--- src/rtl/led_pkg.sv ---
// ---------------------------------------------------------------------------
// led_pkg
// Shared definitions for the LED chain shift-out engine:
//   - ledState_e : row sequencer states
//   - TLC5955 defaults (channels per chip, grayscale width, control bit value)
//   - rowCycles(): cycles from the sampled cmdStart to the cmdDone pulse
// ---------------------------------------------------------------------------
package led_pkg;

  typedef enum logic [2:0] {
    IDLE    = 3'd0,
    FETCH   = 3'd1,
    CTRL_LO = 3'd2,
    CTRL_HI = 3'd3,
    BIT_LO  = 3'd4,
    BIT_HI  = 3'd5,
    LATCH   = 3'd6,
    DONE    = 3'd7
  } ledState_e;

  localparam int   TLC_CH_PER_CHIP = 48;
  localparam int   TLC_GS_BITS     = 16;
  localparam logic TLC_CTRL_BIT    = 1'b0;

  // One cycle to leave IDLE, two cycles per shifted bit (control bits
  // included), RD latency per fetched word and the LAT pulse width.
  function automatic int rowCycles(input int chainLen, input int chPerChip,
                                   input int gsBits, input int rdLatency,
                                   input int latCycles);
    int words;
    int bitsPerLane;
    words       = chainLen * chPerChip;
    bitsPerLane = chainLen * (1 + chPerChip * gsBits);
    return 1 + 2 * bitsPerLane + words * rdLatency + latCycles;
  endfunction

endpackage

--- src/rtl/led_chain_shifter_chk.sv ---
// ---------------------------------------------------------------------------
// led_chain_shifter_chk
// Protocol checker for led_chain_shifter: SCLK and LAT never overlap, and
// cmdDone arrives exactly rowCycles() cycles after an accepted cmdStart.
// Ports: spiClk, nReset, cmdStart, busy, cmdDone, SCLK, LAT (all observed).
// ---------------------------------------------------------------------------
module led_chain_shifter_chk
  import led_pkg::*;
#(
  parameter int CHAIN_LEN   = 2,
  parameter int CH_PER_CHIP = TLC_CH_PER_CHIP,
  parameter int GS_BITS     = TLC_GS_BITS,
  parameter int RD_LATENCY  = 1,
  parameter int LAT_CYCLES  = 2
) (
  input logic spiClk,
  input logic nReset,
  input logic cmdStart,
  input logic busy,
  input logic cmdDone,
  input logic SCLK,
  input logic LAT
);

  localparam int ROW_CYCLES = rowCycles(CHAIN_LEN, CH_PER_CHIP, GS_BITS,
                                        RD_LATENCY, LAT_CYCLES);

  logic running_r;
  int   cycleCnt_r;

  // Row length tracking plus pin-level invariants.
  always_ff @(posedge spiClk) begin
    if (!nReset) begin
      running_r  <= 1'b0;
      cycleCnt_r <= 32'sd0;
    end else begin
      assert (!(SCLK && LAT));
      if (cmdDone) begin
        assert (running_r && (cycleCnt_r == ROW_CYCLES));
      end
      if (running_r) begin
        running_r  <= !cmdDone;
        cycleCnt_r <= cycleCnt_r + 32'sd1;
      end else if (cmdStart && !busy) begin
        running_r  <= 1'b1;
        cycleCnt_r <= 32'sd1;
      end else begin
        cycleCnt_r <= 32'sd0;
      end
    end
  end

endmodule

--- src/rtl/led_lane_sreg.sv ---
// ---------------------------------------------------------------------------
// led_lane_sreg
// One lane of grayscale data: GS_BITS parallel-load, MSB-first shift register
// that also owns the registered SDO pin bit of its lane.
// Ports:
//   spiClk, nReset : clock, synchronous active-low reset
//   load           : capture din (takes priority over shift)
//   shift          : shift left by one, zero fill
//   sdoEn          : next cycle is a data bit; drive MSB of the next contents
//   ctrlEn         : next cycle is a control bit; drive the control value
//   din            : parallel load word
//   sdo            : registered serial output
// ---------------------------------------------------------------------------
module led_lane_sreg
  import led_pkg::*;
#(
  parameter int GS_BITS = TLC_GS_BITS
) (
  input  logic               spiClk,
  input  logic               nReset,
  input  logic               load,
  input  logic               shift,
  input  logic               sdoEn,
  input  logic               ctrlEn,
  input  logic [GS_BITS-1:0] din,
  output logic               sdo
);

  logic [GS_BITS-1:0] q_r;
  logic [GS_BITS-1:0] qNext_s;
  logic               sdo_r;

  // Next shift-register contents.
  always_comb begin
    qNext_s = q_r;
    if (load) begin
      qNext_s = din;
    end else if (shift) begin
      qNext_s = {q_r[GS_BITS-2:0], 1'b0};
    end else begin
      qNext_s = q_r;
    end
  end

  // Shift register and SDO bit; SDO follows the MSB of the value the
  // register will hold, so it lines up with the state it is driven in.
  always_ff @(posedge spiClk) begin
    if (!nReset) begin
      q_r   <= {GS_BITS{1'b0}};
      sdo_r <= 1'b0;
    end else begin
      q_r   <= qNext_s;
      sdo_r <= sdoEn ? qNext_s[GS_BITS-1] : (ctrlEn ? TLC_CTRL_BIT : 1'b0);
    end
  end

  assign sdo = sdo_r;

endmodule

--- src/rtl/led_chain_shifter.sv ---
// ---------------------------------------------------------------------------
// led_chain_shifter
// Serialises one row of grayscale data from a ping-pong row buffer onto
// NUM_SHIFT parallel daisy-chained TLC5955-style lanes, then pulses LAT.
// Ports:
//   spiClk, nReset : clock, synchronous active-low reset
//   cmdStart       : start one row (ignored while busy)
//   bank, blank    : buffer bank / shift-zeros mode, sampled with cmdStart
//   cmdDone        : one-cycle pulse once the row is latched
//   busy           : row in progress (through the cmdDone cycle)
//   rdaddress      : {bank, word index} to the row buffer read port
//   rdData         : one word per lane, lane k at [k*GS_BITS +: GS_BITS]
//   SDO, SCLK, LAT : LED driver pins (all registered)
// rdData must be valid on the last of the RD_LATENCY cycles rdaddress is held.
// ---------------------------------------------------------------------------
module led_chain_shifter
  import led_pkg::*;
#(
  parameter int NUM_SHIFT   = 8,
  parameter int CHAIN_LEN   = 2,
  parameter int CH_PER_CHIP = TLC_CH_PER_CHIP,
  parameter int GS_BITS     = TLC_GS_BITS,
  parameter int RD_LATENCY  = 1,
  parameter int LAT_CYCLES  = 2
) (
  input  logic                                   spiClk,
  input  logic                                   nReset,
  input  logic                                   cmdStart,
  input  logic                                   bank,
  input  logic                                   blank,
  output logic                                   cmdDone,
  output logic                                   busy,
  output logic [$clog2(CHAIN_LEN*CH_PER_CHIP):0] rdaddress,
  input  logic [NUM_SHIFT*GS_BITS-1:0]           rdData,
  output logic [NUM_SHIFT-1:0]                   SDO,
  output logic                                   SCLK,
  output logic                                   LAT
);

  localparam int W  = CHAIN_LEN * CH_PER_CHIP;
  localparam int AW = $clog2(W);
  localparam int CW = (CH_PER_CHIP > 1) ? $clog2(CH_PER_CHIP) : 1;
  localparam int BW = $clog2(GS_BITS);
  localparam int FW = (RD_LATENCY > 1) ? $clog2(RD_LATENCY) : 1;
  localparam int LW = (LAT_CYCLES > 1) ? $clog2(LAT_CYCLES) : 1;

  ledState_e      state_r, nextState_s;

  logic           bankLatched_r, bankNext_s;
  logic           blankLatched_r, blankNext_s;
  logic [AW-1:0]  wordCnt_r, wordNext_s;
  logic [CW-1:0]  chipPos_r, chipPosNext_s;   // word position within a chip
  logic [BW-1:0]  bitCnt_r, bitNext_s;
  logic [FW-1:0]  fetchCnt_r, fetchNext_s;
  logic [LW-1:0]  latCnt_r, latCntNext_s;

  logic           fetchLast_s, bitLast_s, wordLast_s, latLast_s, chipLast_s;
  logic           loadStrobe_s, shiftStrobe_s, sdoEn_s, ctrlEn_s;

  logic           sclkNext_s, latPinNext_s, busyNext_s, doneNext_s;
  logic           sclk_r, latPin_r, busy_r, cmdDone_r;
  logic [AW:0]    rdaddress_r;

  // Terminal-count decodes.
  always_comb begin
    fetchLast_s   = (fetchCnt_r == FW'(RD_LATENCY - 1));
    bitLast_s     = (bitCnt_r == BW'(GS_BITS - 1));
    wordLast_s    = (wordCnt_r == AW'(W - 1));
    latLast_s     = (latCnt_r == LW'(LAT_CYCLES - 1));
    chipLast_s    = (chipPos_r == CW'(CH_PER_CHIP - 1));
    loadStrobe_s  = (state_r == FETCH) && fetchLast_s;
    shiftStrobe_s = (state_r == BIT_HI);
  end

  // FSM state register.
  always_ff @(posedge spiClk) begin
    if (!nReset) begin
      state_r <= IDLE;
    end else begin
      state_r <= nextState_s;
    end
  end

  // FSM next-state logic.
  always_comb begin
    nextState_s = state_r;
    case (state_r)
      IDLE: begin
        if (cmdStart) begin
          nextState_s = FETCH;
        end else begin
          nextState_s = IDLE;
        end
      end
      FETCH: begin
        if (!fetchLast_s) begin
          nextState_s = FETCH;
        end else if (chipPos_r == CW'(0)) begin
          nextState_s = CTRL_LO;   // first word of a chip carries a control bit
        end else begin
          nextState_s = BIT_LO;
        end
      end
      CTRL_LO: nextState_s = CTRL_HI;
      CTRL_HI: nextState_s = BIT_LO;
      BIT_LO:  nextState_s = BIT_HI;
      BIT_HI: begin
        if (!bitLast_s) begin
          nextState_s = BIT_LO;
        end else if (wordLast_s) begin
          nextState_s = LATCH;
        end else begin
          nextState_s = FETCH;
        end
      end
      LATCH: begin
        if (latLast_s) begin
          nextState_s = DONE;
        end else begin
          nextState_s = LATCH;
        end
      end
      DONE:    nextState_s = IDLE;
      default: nextState_s = IDLE;
    endcase
  end

  // Next values of the row counters and the sampled mode bits.
  always_comb begin
    bankNext_s    = bankLatched_r;
    blankNext_s   = blankLatched_r;
    wordNext_s    = wordCnt_r;
    chipPosNext_s = chipPos_r;
    bitNext_s     = bitCnt_r;
    fetchNext_s   = fetchCnt_r;
    latCntNext_s  = latCnt_r;
    case (state_r)
      IDLE: begin
        if (cmdStart) begin
          bankNext_s    = bank;
          blankNext_s   = blank;
          wordNext_s    = AW'(0);
          chipPosNext_s = CW'(0);
          bitNext_s     = BW'(0);
          fetchNext_s   = FW'(0);
          latCntNext_s  = LW'(0);
        end else begin
          bankNext_s    = bankLatched_r;
        end
      end
      FETCH: fetchNext_s = fetchLast_s ? FW'(0) : (fetchCnt_r + FW'(1));
      BIT_HI: begin
        if (bitLast_s) begin
          bitNext_s = BW'(0);
          if (!wordLast_s) begin
            wordNext_s    = wordCnt_r + AW'(1);
            chipPosNext_s = chipLast_s ? CW'(0) : (chipPos_r + CW'(1));
          end else begin
            wordNext_s    = wordCnt_r;   // last word: hold, never wrap
          end
        end else begin
          bitNext_s = bitCnt_r + BW'(1);
        end
      end
      LATCH: latCntNext_s = latLast_s ? LW'(0) : (latCnt_r + LW'(1));
      default: begin
        fetchNext_s = fetchCnt_r;
      end
    endcase
  end

  // Row counters and mode bits.
  always_ff @(posedge spiClk) begin
    if (!nReset) begin
      bankLatched_r  <= 1'b0;
      blankLatched_r <= 1'b0;
      wordCnt_r      <= AW'(0);
      chipPos_r      <= CW'(0);
      bitCnt_r       <= BW'(0);
      fetchCnt_r     <= FW'(0);
      latCnt_r       <= LW'(0);
    end else begin
      bankLatched_r  <= bankNext_s;
      blankLatched_r <= blankNext_s;
      wordCnt_r      <= wordNext_s;
      chipPos_r      <= chipPosNext_s;
      bitCnt_r       <= bitNext_s;
      fetchCnt_r     <= fetchNext_s;
      latCnt_r       <= latCntNext_s;
    end
  end

  // FSM output decode from the next state, so registered pins line up with
  // the state they belong to.
  always_comb begin
    sclkNext_s   = 1'b0;
    latPinNext_s = 1'b0;
    busyNext_s   = 1'b1;
    doneNext_s   = 1'b0;
    sdoEn_s      = 1'b0;
    ctrlEn_s     = 1'b0;
    case (nextState_s)
      IDLE:    busyNext_s = 1'b0;
      FETCH:   busyNext_s = 1'b1;
      CTRL_LO: ctrlEn_s   = 1'b1;
      CTRL_HI: begin
        ctrlEn_s   = 1'b1;
        sclkNext_s = 1'b1;
      end
      BIT_LO:  sdoEn_s    = 1'b1;
      BIT_HI: begin
        sdoEn_s    = 1'b1;
        sclkNext_s = 1'b1;
      end
      LATCH:   latPinNext_s = 1'b1;
      DONE:    doneNext_s   = 1'b1;
      default: busyNext_s   = 1'b0;
    endcase
  end

  // Registered control pins and read address.
  always_ff @(posedge spiClk) begin
    if (!nReset) begin
      sclk_r      <= 1'b0;
      latPin_r    <= 1'b0;
      busy_r      <= 1'b0;
      cmdDone_r   <= 1'b0;
      rdaddress_r <= {(AW + 1){1'b0}};
    end else begin
      sclk_r      <= sclkNext_s;
      latPin_r    <= latPinNext_s;
      busy_r      <= busyNext_s;
      cmdDone_r   <= doneNext_s;
      rdaddress_r <= {bankNext_s, wordNext_s};
    end
  end

  for (genvar k = 0; k < NUM_SHIFT; k++) begin : gLane
    led_lane_sreg #(
      .GS_BITS (GS_BITS)
    ) uLane (
      .spiClk (spiClk),
      .nReset (nReset),
      .load   (loadStrobe_s),
      .shift  (shiftStrobe_s),
      .sdoEn  (sdoEn_s),
      .ctrlEn (ctrlEn_s),
      .din    (blankLatched_r ? {GS_BITS{1'b0}} : rdData[k*GS_BITS +: GS_BITS]),
      .sdo    (SDO[k])
    );
  end

  led_chain_shifter_chk #(
    .CHAIN_LEN   (CHAIN_LEN),
    .CH_PER_CHIP (CH_PER_CHIP),
    .GS_BITS     (GS_BITS),
    .RD_LATENCY  (RD_LATENCY),
    .LAT_CYCLES  (LAT_CYCLES)
  ) uChk (
    .spiClk   (spiClk),
    .nReset   (nReset),
    .cmdStart (cmdStart),
    .busy     (busy_r),
    .cmdDone  (cmdDone_r),
    .SCLK     (sclk_r),
    .LAT      (latPin_r)
  );

  assign SCLK      = sclk_r;
  assign LAT       = latPin_r;
  assign busy      = busy_r;
  assign cmdDone   = cmdDone_r;
  assign rdaddress = rdaddress_r;

endmodule

--- config.mk ---
export PLATFORM = sky130hd
export DESIGN_NAME = led_chain_shifter
export DESIGN_NICKNAME = d
export VERILOG_FILES = /design/src/rtl/led_pkg.sv /design/src/rtl/led_chain_shifter_chk.sv /design/src/rtl/led_lane_sreg.sv /design/src/rtl/led_chain_shifter.sv
export SDC_FILE = /design/constraint.sdc
export NUM_CORES = 1
export LEC_CHECK = 0
export ABC_AREA = 1
export CORE_MARGIN = 8
export CORE_UTILIZATION = 42
export CTS_CLUSTER_SIZE = 12
export DETAILED_ROUTE_END_ITERATION = 10
export GPL_TIMING_DRIVEN = 0
export HOLD_SLACK_MARGIN = 0.15
export PLACE_DENSITY = 0.76
export SYNTH_ARGS = -nofsm -noshare
export SYNTH_HDL_FRONTEND = slang
export SYNTH_SLANG_ARGS = --single-unit
--- constraint.sdc ---
create_clock -name spiClk -period 2.7 [get_ports spiClk]
set_input_delay 0.27 -clock spiClk [delete_from_list [all_inputs] [get_ports spiClk]]
set_output_delay 0.27 -clock spiClk [all_outputs]
set_load 0.05 [all_outputs]
==> summary.md, run 1 <==
| Metric | Value |
|---|---|
| Outcome | finished, final reports clean |
| Post-DP Area | 0.008516 sq mm |
| Synth top area cells | dfxtp_1 49%, nand2_1 19%, a21oi_1 6.1% |
| Slowest cell on crit path | clkdlybuf4s50_1 |
| Drt drc | 0 |
| Grt total ovfl | 0 |
| Hold/Removal Path Class | input pin to flop |
| Compound-gate portion of the synthesized area | 0.1825 |
| Setup crit start kind | flop |
| Mapped Cells | 897 |
| Die Wd | 142.5 microns |
| PD cells | 696.9 mW/mm^2 |
| Final min period | 1.979 ns |
| Worst Path Max Fanout | 7 |
| Unrepaired setup endpoints after global routing | no |
| Syn-to-layout area delta | 35.84% |
| Final hold vios | 0 |
| H-tree depth | 4 |
| Pint | 4.572 mW |
| Largest net degree at the start of global routing | 17 |
| CTS resizes | 0 |
| Core area | 0.01577 sq mm |
| Post-Layout Inst Area | 0.009134 sq mm |
| Largest area contributor in the netlist | dfxtp_1 |
| Largest stage delay, worst path | 0.85 ns |
| Post-route ant nets | 0 |
| I/O pins | 153 |
| Antenna violations before repair | 1 |
| Static Leak | 3.316 nW |
| Worst rel slew slack | 0.5874 |
| Adder-Cell Fraction of Synth Area | 0.007443 |
| Clock sinks | 163 |
| Main combinational cell family by area after synthesis | simple AND/OR/NAND/NOR gates |
| Die area | 0.02031 sq mm |
| Final Util | 0.5792 |
| Tot GR Track Use | 0.1974 |
| Clock Skew | 0.007644 ns |
| Vias per cell | 5.159 |
| Syn_nets | 1,034 |
| Origin of the critical flop-to-flop path | state_r[0]$_SDFF_PN0_ |
| CP cell instances | clkdlybuf4s50_1 |
| Cts hold-fix bufs | 0 |
| Die height | 142.5 microns |
| Worst Setup End Kind | output pin |
| Post-CTS setup buffers | 0 |
| Post-DP HPWL | 14.54 mm |
| Sw power | 1.793 mW |
| Iteration count of the initial detailed-routing pass | 7 |
| DR vias | 6,696 |
| Routability Congestion | 0.8411 |
| Worst slew pin tran | 0.6189 ns |
| Top delay family on crit path | buffers and inverters |
| Worst skew pair latency | 0.42 ns |
| Xor/xnor share of the synthesized area | 0.002605 |
| First-pass GRT wire length | 31.82 mm |
| Area fraction of the dominant cell type after synthesis | 0.4853 |
| Post-synthesis sequential area ratio | 0.4853 |
| Fillers | 1,488 |
| Number of global-route vias before repair | 6,307 |
| Num CTS Buffers | 17 |
| Worst path required time | 2.43 ns |
| Clock Path Buffers | 2 |
| Gate power share | 0.176 |
| Crit path kind | flop to output pin |
| Peak supply drop | 0.4501 mV |
| Setup-failing EPs final | 0 |
| Syn_area_per_cell | 7.496 sq um |
| Num rows | 46 |
| Clock tree root driver cell | clkbuf_16 |
| Sw Ratio | 0.2817 |
| Slew Limit Fails | 0 |
| Share of cells above drive strength 1 | 0.08233 |
| DR iter-0 viols | 523 |
| Seq pwr share | 0.429 |
| Register area | 0.003263 sq mm |
| Multiplexer share of the synthesized area | 0 |
| YS warnings | 0 |
| Net count, final | 1,205 |
| Worst EP arrival | 1.71 ns |
| Post-synthesis register bit count | 163 |
| Clock power frac | 0.394 |
| Initial core utilization | 0.4264 |
| WL/cell | 15.43 microns |
| Buf+Inv Stages, Crit Path | 1 |
| Achievable Freq | 0.5054 GHz |
| CP startpoint | wordCnt_r[2]$_SDFFE_PN0P_ |
| Max-Cap Viols | 0 |
| Port Buf Inserts | 152 |
| Synthesized cell area | 0.006724 sq mm |
| Clock transition at path regs | 0.06 ns |
| Crit share post-route | 0.7328 |
| Routed wire length | 20.03 mm |
| HP Start | rdData[32] |
| Fin Setup TNS | 0 ns |
| Library cells used by synthesis | 29 |
| Hold_ws | 0.4077 ns |
| Multi-input logic area | 0.002988 sq mm |
| Synth Area in Simple Gates | 0.2518 |
| TritonCTS clock tree | yes |
==> cells in the mapped netlist, drive strengths merged <==
cell	instances
nand4	4
nand3b	2
inv	29
nand2	336
buf	47
o21a	1
and3	1
xor2	1
nor2	48
nor3	5
dfxtp	163
clkbuf	24
ha	4
a21oi	82
a31oi	63
a22oi	49
o21ai	8
nand3	28
xnor2	1
o21bai	1
==> state kept, by name, summed over array words and instances (netlist names), 3 cells and up <==
signal,count
wordCnt_r,6
bitCnt_r,4
state_r,3
gLane.uLane.q_r,128
chipPos_r,6
gLane.uLane.sdo,8
==> cell type report <==
cell class,instances,share of cell area
buffer,71,0.03986
clock inverter,14,0.01932
multi-input combinational,634,0.3271
antenna,1,0.0002740
tap,216,0.02959
clock buffer,18,0.04808
sequential,163,0.3573
timing repair buffer,152,0.1666
inverter,29,0.01192
==> worst paths after layout <==
path,to,slack (ns),cells after the start
worst min-delay path,gLane[2].uLane.q_r[0]$_SDFFE_PN0P_,0.41,3
worst max-delay path,rdaddress[2],0.72,1
worst min register to register,bankLatched_r$_SDFFE_PN0P_,0.45,2
worst max register to register,gLane[6].uLane.q_r[4]$_SDFFE_PN0P_,0.99,6
==> metal layers <==
layer  up-vias  part of all wire  track usage
li1       3338                 -            -
met1      3077              0.45       0.2601
met2       257              0.45       0.3021
met3        24             0.088      0.05871
met4         0             0.015      0.06432
met5         -                 0            0
==> cells by family after synthesis <==
family,Yosys count
AO/OA/AOI/OAI,204
XOR/XNOR,2
buffers and inverters,100
AND/OR/NAND/NOR,424
adder cells (fa/ha/maj),4
flip-flops,163
==> layout by cell type, fill, tap and decap left out, types with 4 or more instances in the layout <==
cell             count
a21oi_1             82
a22oi_1             49
a31oi_1             63
buf_2               30
buf_4               14
clkbuf_1            24
clkbuf_16           17
clkdlybuf4s50_1    152
clkinvlp_4           5
dfxtp_1            163
ha_1                 4
inv_1               27
inv_6                4
nand2_1            333
nand3_1             25
nand4_1              4
nor2_1              45
nor3_1               4
o21ai_0              8
==> power groups by stage <==
stage | Sequential, mW | Clock (mW) | Combinational, mW
detailed placement | 2.78 | 0 | 1.11
global route | 2.76 | 2.67 | 1.23
global placement | 2.77 | 0 | 1.10
CTS | 2.73 | 2.54 | 1.12
floorplan | 2.78 | 0 | 0.653
finish | 2.73 | 2.51 | 1.12
==> through the flow <==
step                      power, mW  std cells  setup WS, ns
after floorplan               3.429        897        0.9113
after detailed placement      3.892       1265        0.4460
after global placement        3.876       1265        0.4517
after CTS                     6.389       1297        0.7045
after global routing          6.653       1297        0.6503
final                         6.365       1298        0.7213
(Power assumes the default switching activity.)
==> run 2: changes to the inputs <==
==> constraint.sdc (replaced) <==
create_clock -name spiClk -period 1.9 [get_ports spiClk]
set_input_delay 0.19 -clock spiClk [delete_from_list [all_inputs] [get_ports spiClk]]
set_output_delay 0.19 -clock spiClk [all_outputs]
set_load 0.05 [all_outputs]
==> summary.md, run 2 (same netlist as run 1, synthesis figures left out) <==
| Metric | Value |
|---|---|
| CP cell instances | clkdlybuf4s50_1 (unchanged) |
| Achievable Freq | 0.5404 GHz |
| Non-filler cells, final | 1,298 (unchanged) |
| Post-DP Area | 0.008516 sq mm (unchanged) |
| Syn-to-layout area delta | 35.89% (was 35.84%) |
| Clock power frac | 0.394 (about the same) |
| Largest net degree at the start of global routing | 17 (unchanged) |
| Setup-failing EPs final | 0 (unchanged) |
| Share of cells above drive strength 1 | 0.08233 (unchanged) |
| Slowest cell on crit path | clkdlybuf4s50_1 (unchanged) |
| Pint | 6.497 mW (was 4.572 mW) |
| Fin Setup TNS | 0 ns (unchanged) |
| Routability Congestion | 0.8411 (unchanged) |
| Die Wd | 142.5 microns (unchanged) |
| TritonCTS clock tree | yes (unchanged) |
| Top delay family on crit path | buffers and inverters (unchanged) |
| Worst Path Max Fanout | 4 (was 7) |
| DR vias | 6,672 (was 6,696) |
| First-pass GRT wire length | 31.82 mm (unchanged) |
| Routed wire length | 20.04 mm (was 20.03 mm) |
| WL/cell | 15.44 microns (was 15.43 microns) |
| PD cells | 989.7 mW/mm^2 (was 696.9 mW/mm^2) |
| Post-route ant nets | 0 (unchanged) |
| Post-Layout Inst Area | 0.009138 sq mm (was 0.009134 sq mm) |
| Largest register FFs | 128 (unchanged) |
| Number of cells on the critical path | 1 (unchanged) |
| Final hold vios | 0 (unchanged) |
| GRT Max-Usage Layer | met2 (unchanged) |
| Worst slew pin tran | 0.6105 ns (was 0.6189 ns) |
| Clock Path Buffers | 2 (unchanged) |
| Seq pwr share | 0.429 (about the same) |
| R2R Setup Slk | 0.19 ns (was 0.99 ns) |
| M1 GR Usage | 0.2601 (unchanged) |
| Num rows | 46 (unchanged) |
| Final Util | 0.5794 (was 0.5792) |
| Largest stage delay, worst path | 0.83 ns (was 0.85 ns) |
| DR iter-0 viols | 523 (unchanged) |
| Number of global-route vias before repair | 6,307 (unchanged) |
| Static Leak | 3.358 nW (was 3.316 nW) |
| FF-to-FF path depth | 6 (unchanged) |
| Origin of the critical flop-to-flop path | state_r[0]$_SDFF_PN0_ (unchanged) |
| Hold/Removal Path Class | input pin to flop (unchanged) |
| Final min period | 1.850 ns |
| Worst rel slew slack | 0.5930 (was 0.5874) |
| Clock sinks | 163 (unchanged) |
| CP startpoint | wordCnt_r[1]$_SDFFE_PN0P_ (was wordCnt_r[2]$_SDFFE_PN0P_) |
| Commonest non-fill, non-tap cell in the layout | nand2_1 (unchanged) |
| Tot GR Track Use | 0.1974 (unchanged) |
| H-tree depth | 4 (unchanged) |
| Clock Skew | 0.007488 ns (was 0.007644 ns) |
| Cts hold-fix bufs | 0 (unchanged) |
| Reg with most FFs | gLane.uLane.q_r (unchanged) |
| Peak supply drop | 0.6395 mV (was 0.4501 mV) |
| Hold_ws | 0.3277 ns (was 0.4077 ns) |
| Grt total ovfl | 0 (unchanged) |
| Outcome | finished, final reports clean (unchanged) |
| Crit path kind | flop to output pin (unchanged) |
| Setup WS pre-CTS | -0.2740 ns (was 0.4460 ns) |
| FF-to-FF End | gLane[6].uLane.q_r[4]$_SDFFE_PN0P_ (unchanged) |
| Worst setup path end | rdaddress[1] (was rdaddress[2]) |
| Antenna violations before repair | 1 (unchanged) |
| Num CTS Buffers | 17 (unchanged) |
| Final worst-path setup slack | 0.04955 ns (was 0.7213 ns) |
| Met2 track demand over resource | 0.3021 (unchanged) |
| Sw power | 2.547 mW (was 1.793 mW) |
| Max-Cap Viols | 0 (unchanged) |
| Worst skew pair latency | 0.42 ns (about the same) |
| Post-DP HPWL | 14.54 mm (unchanged) |
| Worst EP arrival | 1.66 ns (was 1.71 ns) |
| Vias per cell | 5.140 (was 5.159) |
| Sw Ratio | 0.2816 (was 0.2817) |
| Most frequent cells in the layout | 333 x nand2_1, 163 x dfxtp_1, 149 x clkdlybuf4s50_1 (was 333 x nand2_1, 163 x dfxtp_1, 152 x clkdlybuf4s50_1) |
| Crit share post-route | 0.9739 |
| Power Total | 9.044 mW (was 6.365 mW) |
| Core area | 0.01577 sq mm (unchanged) |
| Slew Limit Fails | 0 (unchanged) |
| Placed Instances | 1,265 (unchanged) |
| GR Layer Usage met3 | 0.05871 (unchanged) |
| I/O pins | 153 (unchanged) |
| Die area | 0.02031 sq mm (unchanged) |
| Setup crit start kind | flop (unchanged) |
| Port Buf Inserts | 152 (unchanged) |
| Drt drc | 0 (unchanged) |
| Clock transition at path regs | 0.06 ns (about the same) |
| Worst Setup End Kind | output pin (unchanged) |
| Worst path required time | 1.71 ns (was 2.43 ns) |
| Iteration count of the initial detailed-routing pass | 6 (was 7) |
| Initial core utilization | 0.4264 (unchanged) |
| Buf+Inv Stages, Crit Path | 1 (unchanged) |
| Net count, final | 1,205 (unchanged) |
| Unrepaired setup endpoints after global routing | no (unchanged) |
| Die height | 142.5 microns (unchanged) |
| Gate power share | 0.176 (about the same) |
| Clock tree root driver cell | clkbuf_16 (unchanged) |
==> run 2: cell count changes in the layout (fill, tap and decap cells not counted) <==
cell             delta
dlygate4sd2_1       +1
dlymetal6s2s_1      +2
clkdlybuf4s50_1     -3
==> run 2: repair_timing <==
action,CTS,global route
endpoints found under the setup margin,1,2
setup buffers,0,0
gates resized for setup,1,2
==> run 2: how the worst min path moves through the flow <==
stage | from | end | slack (ns) | cells after the start
2_1_floorplan | nReset | bankLatched_r$_SDFFE_PN0P_ | 0.33 | 2
3_3_place_gp | bankLatched_r$_SDFFE_PN0P_ | bankLatched_r$_SDFFE_PN0P_ | 0.44 | 2
3_5_place_dp | bankLatched_r$_SDFFE_PN0P_ | bankLatched_r$_SDFFE_PN0P_ | 0.44 | 2
4_1_cts | rdData[0] | gLane[0].uLane.q_r[0]$_SDFFE_PN0P_ | 0.31 | 3
5_1_grt | rdData[125] | gLane[7].uLane.q_r[13]$_SDFFE_PN0P_ | 0.33 | 3
6_report | rdData[32] | gLane[2].uLane.q_r[0]$_SDFFE_PN0P_ | 0.33 | 3
==> run 2: per-layer routing <==
metal	share of wire	vias to the layer above	wire, microns
li1	-	3338	-
met1	0.45	3061	9026
met4	0.015	0	305
met2	0.45	249	8964
met3	0.087	24	1744
met5	0	-	0
==> run 2: layout make-up <==
cell class / instances / area (sq um)
fill: 1486 / 6633
sequential: 163 / 3263
multi-input combinational: 634 / 2988
timing repair buffer: 152 / 1525
clock buffer: 18 / 439.2
buffer: 71 / 364.1
tap: 216 / 270.3
clock inverter: 14 / 176.4
inverter: 29 / 108.9
antenna: 1 / 2.502
==> run 2: power groups by stage <==
stage	Combinational [mW]	Sequential, mW	Clock, mW
global placement	1.56	3.94	0
CTS	1.59	3.88	3.61
detailed placement	1.58	3.95	0
finish	1.60	3.88	3.57
floorplan	0.928	3.94	0
global route	1.75	3.92	3.79
